$ cat config.mk
export PLATFORM = sky130hd
export DESIGN_NAME = wptr_full_multi_flat
export DESIGN_NICKNAME = d
export VERILOG_FILES = /design/src/rtl/wptr_full_multi_pkg.sv /design/src/rtl/wptr_full_multi_if.sv /design/src/rtl/wptr_full_multi.sv /design/src/flat_wrapper.sv
export SDC_FILE = /design/constraint.sdc
export NUM_CORES = 1
export LEC_CHECK = 0
export CELL_PAD_IN_SITES_DETAIL_PLACEMENT = 0
export CELL_PAD_IN_SITES_GLOBAL_PLACEMENT = 1
export CORE_ASPECT_RATIO = 0.6
export CORE_UTILIZATION = 37
export CTS_BUF_LIST = sky130_fd_sc_hd__clkbuf_16
export DETAILED_ROUTE_END_ITERATION = 8
export PLACE_DENSITY = 0.82
export SKIP_CTS_REPAIR_TIMING = 1
export SYNTH_ARGS = -nofsm -noshare
export SYNTH_HDL_FRONTEND = slang
export SYNTH_SLANG_ARGS = --single-unit
$ cat constraint.sdc
create_clock -name wclk -period 5.8 [get_ports wclk]
set_input_delay 1.74 -clock wclk [delete_from_list [all_inputs] [get_ports wclk]]
set_output_delay 1.74 -clock wclk [all_outputs]
set_load 0.03 [all_outputs]
$ cat src/rtl/wptr_full_multi_pkg.sv
`default_nettype none
// ============================================================================
//  Module   : wptr_full_multi_pkg
//  Brief    : Shared pointer helpers for the async FIFO write side.
//  Revision : 1.0 - initial release
// ============================================================================
package wptr_full_multi_pkg;

    // Helpers work on a fixed wide word; callers zero-extend in and truncate out.
    // Zero extension keeps both conversions exact for any narrower width.
    localparam int C_PTR_MAX_W = 32;

    typedef logic [C_PTR_MAX_W-1:0] wide_ptr_t;

    function automatic wide_ptr_t bin2gray(input wide_ptr_t b);
        return b ^ (b >> 1);
    endfunction

    function automatic wide_ptr_t gray2bin(input wide_ptr_t g);
        wide_ptr_t b;
        b[C_PTR_MAX_W-1] = g[C_PTR_MAX_W-1];
        for (int i = C_PTR_MAX_W - 2; i >= 0; i--) begin
            b[i] = b[i+1] ^ g[i];
        end
        return b;
    endfunction

endpackage : wptr_full_multi_pkg
`default_nettype wire

$ cat src/rtl/wptr_full_multi_if.sv
`default_nettype none
// ============================================================================
//  Module   : wptr_full_multi_if
//  Brief    : Write-side push request / pointer status bundle.
//  Revision : 1.0 - initial release
// ============================================================================
interface wptr_full_multi_if #(
    parameter int AW     = 4,
    parameter int PUSH_N = 4
);
    localparam int CW = $clog2(PUSH_N + 1);

    logic          push;
    logic [CW-1:0] push_cnt;
    logic [AW:0]   af_thresh;
    logic          ovf_clr;
    logic [AW:0]   wq2_rptr;

    logic          push_ok;
    logic [AW-1:0] waddr;
    logic [AW:0]   wptr;
    logic [AW:0]   wlevel;
    logic [AW:0]   wfree;
    logic          wfull;
    logic          walmost_full;
    logic          wovf;

    modport master (
        output push, push_cnt, af_thresh, ovf_clr, wq2_rptr,
        input  push_ok, waddr, wptr, wlevel, wfree, wfull, walmost_full, wovf
    );

    modport slave (
        input  push, push_cnt, af_thresh, ovf_clr, wq2_rptr,
        output push_ok, waddr, wptr, wlevel, wfree, wfull, walmost_full, wovf
    );

endinterface : wptr_full_multi_if
`default_nettype wire

$ cat src/rtl/wptr_full_multi.sv
`default_nettype none
// ============================================================================
//  Module   : wptr_full_multi
//  Brief    : Multi-word write pointer, level, free count and full/overflow flags.
//  Revision : 1.0 - initial release
// ============================================================================
module wptr_full_multi
    import wptr_full_multi_pkg::*;
#(
    parameter int AW     = 4,
    parameter int PUSH_N = 4
) (
    input  wire                 wclk,
    input  wire                 wrst_n,
    wptr_full_multi_if.slave    bus
);

    localparam int DEPTH = 2 ** AW;

    typedef logic [AW:0] ptr_t;

    localparam ptr_t c_DEPTH = ptr_t'(DEPTH);

    generate
        if (PUSH_N < 1 || PUSH_N > DEPTH) begin : g_bad_push_n
            $error("wptr_full_multi: PUSH_N must lie in 1..2**AW");
        end
    endgenerate

    ptr_t r_wbin;
    ptr_t r_wptr;
    ptr_t r_wlevel;
    ptr_t r_wfree;
    logic r_wfull;
    logic r_walmost_full;
    logic r_wovf;

    ptr_t w_cnt;
    logic w_acc;
    ptr_t w_wbin_next;
    ptr_t w_rbin;
    ptr_t w_lvl_next;

    // Acceptance uses the registered free count only, so a same-cycle read never
    // makes room early; push_ok depends on push/push_cnt and state, nothing else.
    always_comb begin
        w_cnt       = ptr_t'(bus.push_cnt);
        w_acc       = bus.push && (w_cnt <= r_wfree);
        w_wbin_next = r_wbin + (w_acc ? w_cnt : '0);
        w_rbin      = ptr_t'(gray2bin(wide_ptr_t'(bus.wq2_rptr)));
        w_lvl_next  = w_wbin_next - w_rbin;
    end

    always_ff @(posedge wclk or negedge wrst_n) begin
        if (!wrst_n) begin
            r_wbin         <= '0;
            r_wptr         <= '0;
            r_wlevel       <= '0;
            r_wfree        <= c_DEPTH;
            r_wfull        <= 1'b0;
            r_walmost_full <= 1'b0;
        end else begin
            r_wbin         <= w_wbin_next;
            r_wptr         <= ptr_t'(bin2gray(wide_ptr_t'(w_wbin_next)));
            r_wlevel       <= w_lvl_next;
            r_wfree        <= c_DEPTH - w_lvl_next;
            r_wfull        <= (w_lvl_next == c_DEPTH);
            r_walmost_full <= (w_lvl_next >= bus.af_thresh);
        end
    end

    // A reject in the same cycle as a clear leaves the flag set.
    always_ff @(posedge wclk or negedge wrst_n) begin
        if (!wrst_n) begin
            r_wovf <= 1'b0;
        end else if (bus.push && !w_acc) begin
            r_wovf <= 1'b1;
        end else if (bus.ovf_clr) begin
            r_wovf <= 1'b0;
        end
    end

    assign bus.push_ok      = w_acc;
    assign bus.waddr        = r_wbin[AW-1:0];
    assign bus.wptr         = r_wptr;
    assign bus.wlevel       = r_wlevel;
    assign bus.wfree        = r_wfree;
    assign bus.wfull        = r_wfull;
    assign bus.walmost_full = r_walmost_full;
    assign bus.wovf         = r_wovf;

endmodule : wptr_full_multi
`default_nettype wire
$ cat src/flat_wrapper.sv
// flat-port wrapper written by rule: the top's interface ports become plain ports
module wptr_full_multi_flat import wptr_full_multi_pkg::*;
#(
    parameter int AW     = 4,
    parameter int PUSH_N = 4
)
  (wclk, wrst_n, bus_push, bus_push_cnt, bus_af_thresh, bus_ovf_clr, bus_wq2_rptr, bus_push_ok, bus_waddr, bus_wptr, bus_wlevel, bus_wfree, bus_wfull, bus_walmost_full, bus_wovf);
  wptr_full_multi_if #(.AW(AW), .PUSH_N(PUSH_N)) bus_i ();
  input  wire wclk;
  input  wire wrst_n;
  input wire logic [$bits(bus_i.push)-1:0] bus_push;
  input wire logic [$bits(bus_i.push_cnt)-1:0] bus_push_cnt;
  input wire logic [$bits(bus_i.af_thresh)-1:0] bus_af_thresh;
  input wire logic [$bits(bus_i.ovf_clr)-1:0] bus_ovf_clr;
  input wire logic [$bits(bus_i.wq2_rptr)-1:0] bus_wq2_rptr;
  output wire logic [$bits(bus_i.push_ok)-1:0] bus_push_ok;
  output wire logic [$bits(bus_i.waddr)-1:0] bus_waddr;
  output wire logic [$bits(bus_i.wptr)-1:0] bus_wptr;
  output wire logic [$bits(bus_i.wlevel)-1:0] bus_wlevel;
  output wire logic [$bits(bus_i.wfree)-1:0] bus_wfree;
  output wire logic [$bits(bus_i.wfull)-1:0] bus_wfull;
  output wire logic [$bits(bus_i.walmost_full)-1:0] bus_walmost_full;
  output wire logic [$bits(bus_i.wovf)-1:0] bus_wovf;
  assign bus_i.push = bus_push;
  assign bus_i.push_cnt = bus_push_cnt;
  assign bus_i.af_thresh = bus_af_thresh;
  assign bus_i.ovf_clr = bus_ovf_clr;
  assign bus_i.wq2_rptr = bus_wq2_rptr;
  assign bus_push_ok = bus_i.push_ok;
  assign bus_waddr = bus_i.waddr;
  assign bus_wptr = bus_i.wptr;
  assign bus_wlevel = bus_i.wlevel;
  assign bus_wfree = bus_i.wfree;
  assign bus_wfull = bus_i.wfull;
  assign bus_walmost_full = bus_i.walmost_full;
  assign bus_wovf = bus_i.wovf;
  wptr_full_multi #(.AW(AW), .PUSH_N(PUSH_N)) u_core (.wclk(wclk), .wrst_n(wrst_n), .bus(bus_i));
endmodule
Yosys cells after proc, flatten, opt, wreduce, memory -nomap -nowiden
Index checks and enable logic that the tools add are counted.

operators by class
  $add $sub $neg = 3
  magnitude comparators = 2
  eq/ne operators = 1
  multiplexer cells = 3
  bitwise operators = 5
  reduce and logical (&&, ||, !) cells = 4

operators by type and width
  operator                                                   count
  5-bit adder                                                1
  5-bit equality test (second input constant)                1
  5-bit >= comparator                                        1
  3-bit by 5-bit less-or-equal comparator with 1-bit output  1
  5-bit subtractor                                           1
  5-bit subtractor (first input constant)                    1
  5-bit by 4-bit XOR with 5-bit output                       1
  1-bit XOR                                                  4
  3-bit 2-to-1 mux                                           1
  1-bit logical AND                                          2
  1-bit 2-to-1 mux                                           2
  2-bit nonzero test                                         1
  1-bit zero test                                            1

word-level totals
  bits in registers = 23
  input port bits = 17
  output and inout port bits = 23
  word-level logic and storage cells = 25

Depth between registers and ports, before layout
  depth in word-level cells = 6
  depth in mapped cells = 18

Worst setup path after synthesis
Ideal clock, no wire load.

  path type = input to register
  start = input bus_push_cnt[1]
  end = register u_core.r_walmost_full, in the netlist u_core.bus.walmost_full
  data arrival time = 5727 ps
  required time = 5682 ps
  setup slack = -45 ps
  cell stages on the path = 17
  cells stage by stage = ha_1 > nor2b_1 > o21ai_0 > a21oi_1 > nor2b_1 > and2_1 > ha_1 > inv_1 > fa_1 > inv_1 > fa_1 > xor2_1 > ha_1 > a21oi_1 > o21ai_0 > maj3_1 > a21o_1

between the ends
  cells in the longest elaborated chain, start to end = 6

ends and longest elaborated chain
  item                                                       RTL line               source
  start, declared                                            flat_wrapper.sv:12     input wire logic [$bits(bus_i.push_cnt)-1:0] bus_push_cnt;
  3-bit by 5-bit less-or-equal comparator with 1-bit output  wptr_full_multi.sv:48  w_acc = bus.push && (w_cnt <= r_wfree);
  1-bit logical AND                                          wptr_full_multi.sv:48
  via bus_push_ok                                            flat_wrapper.sv:16     output wire logic [$bits(bus_i.push_ok)-1:0] bus_push_ok;
  3-bit 2-to-1 mux                                           wptr_full_multi.sv:49  w_wbin_next = r_wbin + (w_acc ? w_cnt : '0);
  5-bit adder                                                wptr_full_multi.sv:49
  via u_core.w_wbin_next[1]                                  wptr_full_multi.sv:40  ptr_t w_wbin_next;
  5-bit subtractor                                           wptr_full_multi.sv:51  w_lvl_next = w_wbin_next - w_rbin;
  via u_core.w_lvl_next[2]                                   wptr_full_multi.sv:42  ptr_t w_lvl_next;
  5-bit >= comparator                                        wptr_full_multi.sv:68  r_walmost_full <= (w_lvl_next >= bus.af_thresh);
  end signal, assigned                                       wptr_full_multi.sv:68
  end, declared                                              wptr_full_multi.sv:35  logic r_walmost_full;

The timed path passes the listed nets, and every way through them passes these cells.
A chain may end at the register's enable or synchronous reset.

Worst setup path in the final report
  start = input bus_push_cnt[0]
  end = output bus_push_ok

between the ends
  cells in the longest elaborated chain, start to end = 2

ends and longest elaborated chain
  item                                                       RTL line
  3-bit by 5-bit less-or-equal comparator with 1-bit output  wptr_full_multi.sv:48
  1-bit logical AND                                          wptr_full_multi.sv:48
  end, declared                                              flat_wrapper.sv:16

No other way between the ends.

==> results <==
-- how the worst max path moves through the flow --
stage / depth (start not counted) / start / end
after floorplan: 17 / bus_push_cnt[1] / u_core.bus.walmost_full
after global placement: 18 / bus_push_cnt[1] / u_core.bus.walmost_full
after detailed placement: 18 / bus_push_cnt[1] / u_core.bus.walmost_full
after CTS: 18 / bus_push_cnt[1] / u_core.bus.walmost_full
after global routing: 18 / bus_push_cnt[1] / u_core.bus.walmost_full
final: 8 / bus_push_cnt[0] / bus_push_ok
-- worst max-delay path: cells and delay by family --
kind,cells,cell delay [ns]
fa+ha+maj,1,0.27
simple gates,1,0.07
compound gates,2,0.54
buf+inv,4,1.24
-- per-layer routing --
metal  wire length [um]  vias to the layer above
li1                   -                      421
met1               1190                      389
met2               1050                       31
met3                179                        5
met4                 29                        0
met5                  0                        -
-- placed cells by master (no fill, tap or decap) --
cell and n:
fa_1 1, a21o_1 3, nand2_1 3, a21oi_1 5
and2_1 3, ha_1 16, nor3b_1 1, maj3_1 1
nand2b_1 1, xnor2_1 8, xor2_1 3, dfstp_2 1
clkbuf_16 3, o21ai_0 3, a311o_1 1, o21ai_1 1
xor2_2 4, inv_1 17, fa_2 1, clkdlybuf4s50_1 39
nor2_1 2, nor2b_2 1, xnor2_2 2, nor2b_1 3
buf_4 6, clkinv_2 1, dfrtp_1 20, nor3_1 1
-- state kept, by name, summed over array words and instances (netlist names) --
register	flops
u_core.bus.walmost_full	1
u_core.bus.wfull	1
u_core.r_wbin	5
u_core.bus.wovf	1
u_core.bus.wptr	4
u_core.bus.wfree	4
u_core.bus.wlevel	5
-- Yosys cell counts (all sizes together) --
| master | count | share of area (%) |
|---|---|---|
| nor2b | 4 | 2.1 |
| xnor2 | 10 | 8.0 |
| fa | 2 | 3.4 |
| and2 | 3 | 1.6 |
| xor2 | 7 | 7.1 |
| dfrtp | 20 | 42 |
| a311o | 1 | 0.84 |
| nand2b | 1 | 0.53 |
| nor2 | 2 | 0.63 |
| a21o | 3 | 1.9 |
| dfstp | 1 | 2.2 |
| o21ai | 4 | 1.7 |
| nor3 | 1 | 0.42 |
| maj3 | 1 | 0.84 |
| buf | 1 | 0.63 |
| inv | 17 | 5.4 |
| nor3b | 1 | 0.63 |
| nand2 | 3 | 0.95 |
| ha | 16 | 17 |
| a21oi | 5 | 2.1 |
-- cell type report --
cell class	instances	area share, %
flip-flops and latches	21	29.8
repair buffers	45	24.6
clock inverters	1	0.283
well taps	42	2.97
multi-input cells	64	34.4
clock buffers	3	4.25
inverters	17	3.61
-- logic make-up after synthesis --
logic type	share of synthesized area [%]
DFF	44.4
and+or+nand+nor	6.86
AOI/OAI and AO/OA	6.54
buffers and inverters	6.01
xor gates and xnor gates	15.1
adders and majority gates	21.1
-- metrics by stage --
stage	TNS, ns	setup slack (ns)	hold WS [ns]	instances	utilization, %
global placement	0	0.0641	0.517	189	56.3
floorplan	0	0.161	0.654	103	-
finish	0	0.193	0.530	193	59.6
CTS	0	0.141	0.541	193	59.0
global route	0	0.0224	0.552	193	59.6
detailed placement	-0.0962	-0.0962	0.529	189	56.3
==> impl_metrics.json <==
{
  "final_layout_size_suffix_gt1_share_pct": 12.6,
  "use_met1_pct": 21.6,
  "crit_top_cell": "clkdlybuf4s50_1",
  "synth_fp_nets": 138,
  "critPathLaunchType": "input port",
  "critPathMaxStageDelay_ns": 0.58,
  "htreeDepth": 1,
  "crit_chain": "clkdlybuf4s50_1 -> inv_1 -> ha_1 -> a311o_1 -> a21oi_1 -> nor2b_2 -> buf_4 -> clkdlybuf4s50_1",
  "min_from": "u_core.bus.wovf",
  "cap_violations": 0,
  "rows": 15,
  "route.detailed.drc": 0,
  "fillers": 257,
  "final_area_um2": 1770,
  "r2r_slack_ns": 1.81,
  "rsz0062_at_grt": "false",
  "fp.dieW_um": 75.1,
  "grt_max_degree": 22,
  "hold_viol": 0,
  "netlist-cell-type-count": 23,
  "synthCells": 103,
  "dp_hpwl_mm": 1.92,
  "drt_iter0_drc": 30,
  "multi_input_area_um2": 608,
  "grt_overflow": 0,
  "yosys_warnings": 0,
  "tritoncts": "yes",
  "slew_violations": 0,
  "portBuffers": 39,
  "wirelength_mm": 2.45,
  "synth.cell_area_um2": 1190,
  "busiest_layer": "met2",
  "max-slew-margin-rel_pct": 34.7,
  "synth.avg_cell_area_um2": 11.5,
  "cts_made_buffers": 3,
  "met3_usage_pct": 5.31,
  "crit_path_top_delay_cell": "clkdlybuf4s50_1",
  "arrival_ns": 3.87,
  "die_area_um2": 3440,
  "seq_area_frac_synth_pct": 44.4,
  "vias": 846,
  "r2r_cells": 18,
  "grtUsageTotal_pct": 17.3,
  "postPlaceCellArea_um2": 1670,
  "fin_crit_ns": 5.61,
  "required_ns": 4.06,
  "die_height_um": 45.9,
  "antenna_found_initial": 0,
  "num_antenna_cells": 0,
  "regArea_um2": 527,
  "fmax_mhz": 178,
  "grt_pass1_wl_mm": 4.13,
  "ant_nets": 0,
  "root_buffer": "clkbuf_16",
  "synth.ff_latch_count": 21,
  "dr.pass1.iters": 4,
  "hold_path.class": "reg2reg",
  "whs_endpoint": "u_core.bus.wovf",
  "routed_via_density": 4.38,
  "crit-reg2reg-capture": "u_core.bus.walmost_full",
  "cts_buffer_depth": 2,
  "tightest_slew_ns": 0.976,
  "layout.nets": 187,
  "status": "completed",
  "start_util_pct": 40.0,
  "setup_viol": 0,
  "place.gp.congestion": 0.759,
  "areaGrowthSynthToFinish_pct": 48.9,
  "clk_pin_slew_ns": 0.06,
  "wl_per_cell_um": 12.7,
  "ios": 40,
  "fin_skew_ns": 0.00301,
  "clock-sinks": 21,
  "crit_path_max_fanout": 4,
  "finalCritPeriodShare_pct": 96.7,
  "worstSetupPathType": "in2out",
  "clk_latency_ns": 0.25,
  "end_kind": "output pin",
  "core-area_um2": 2970,
  "timing.rr.start": "u_core.bus.wfree[1]",
  "first_global_vias": 908,
  "min_path_cells": 2,
  "met2_usage_pct": 29.0
}
Power of run 1 is not shown: default switching activity piles up to over one toggle a cycle in this logic, so the estimate is an artifact.
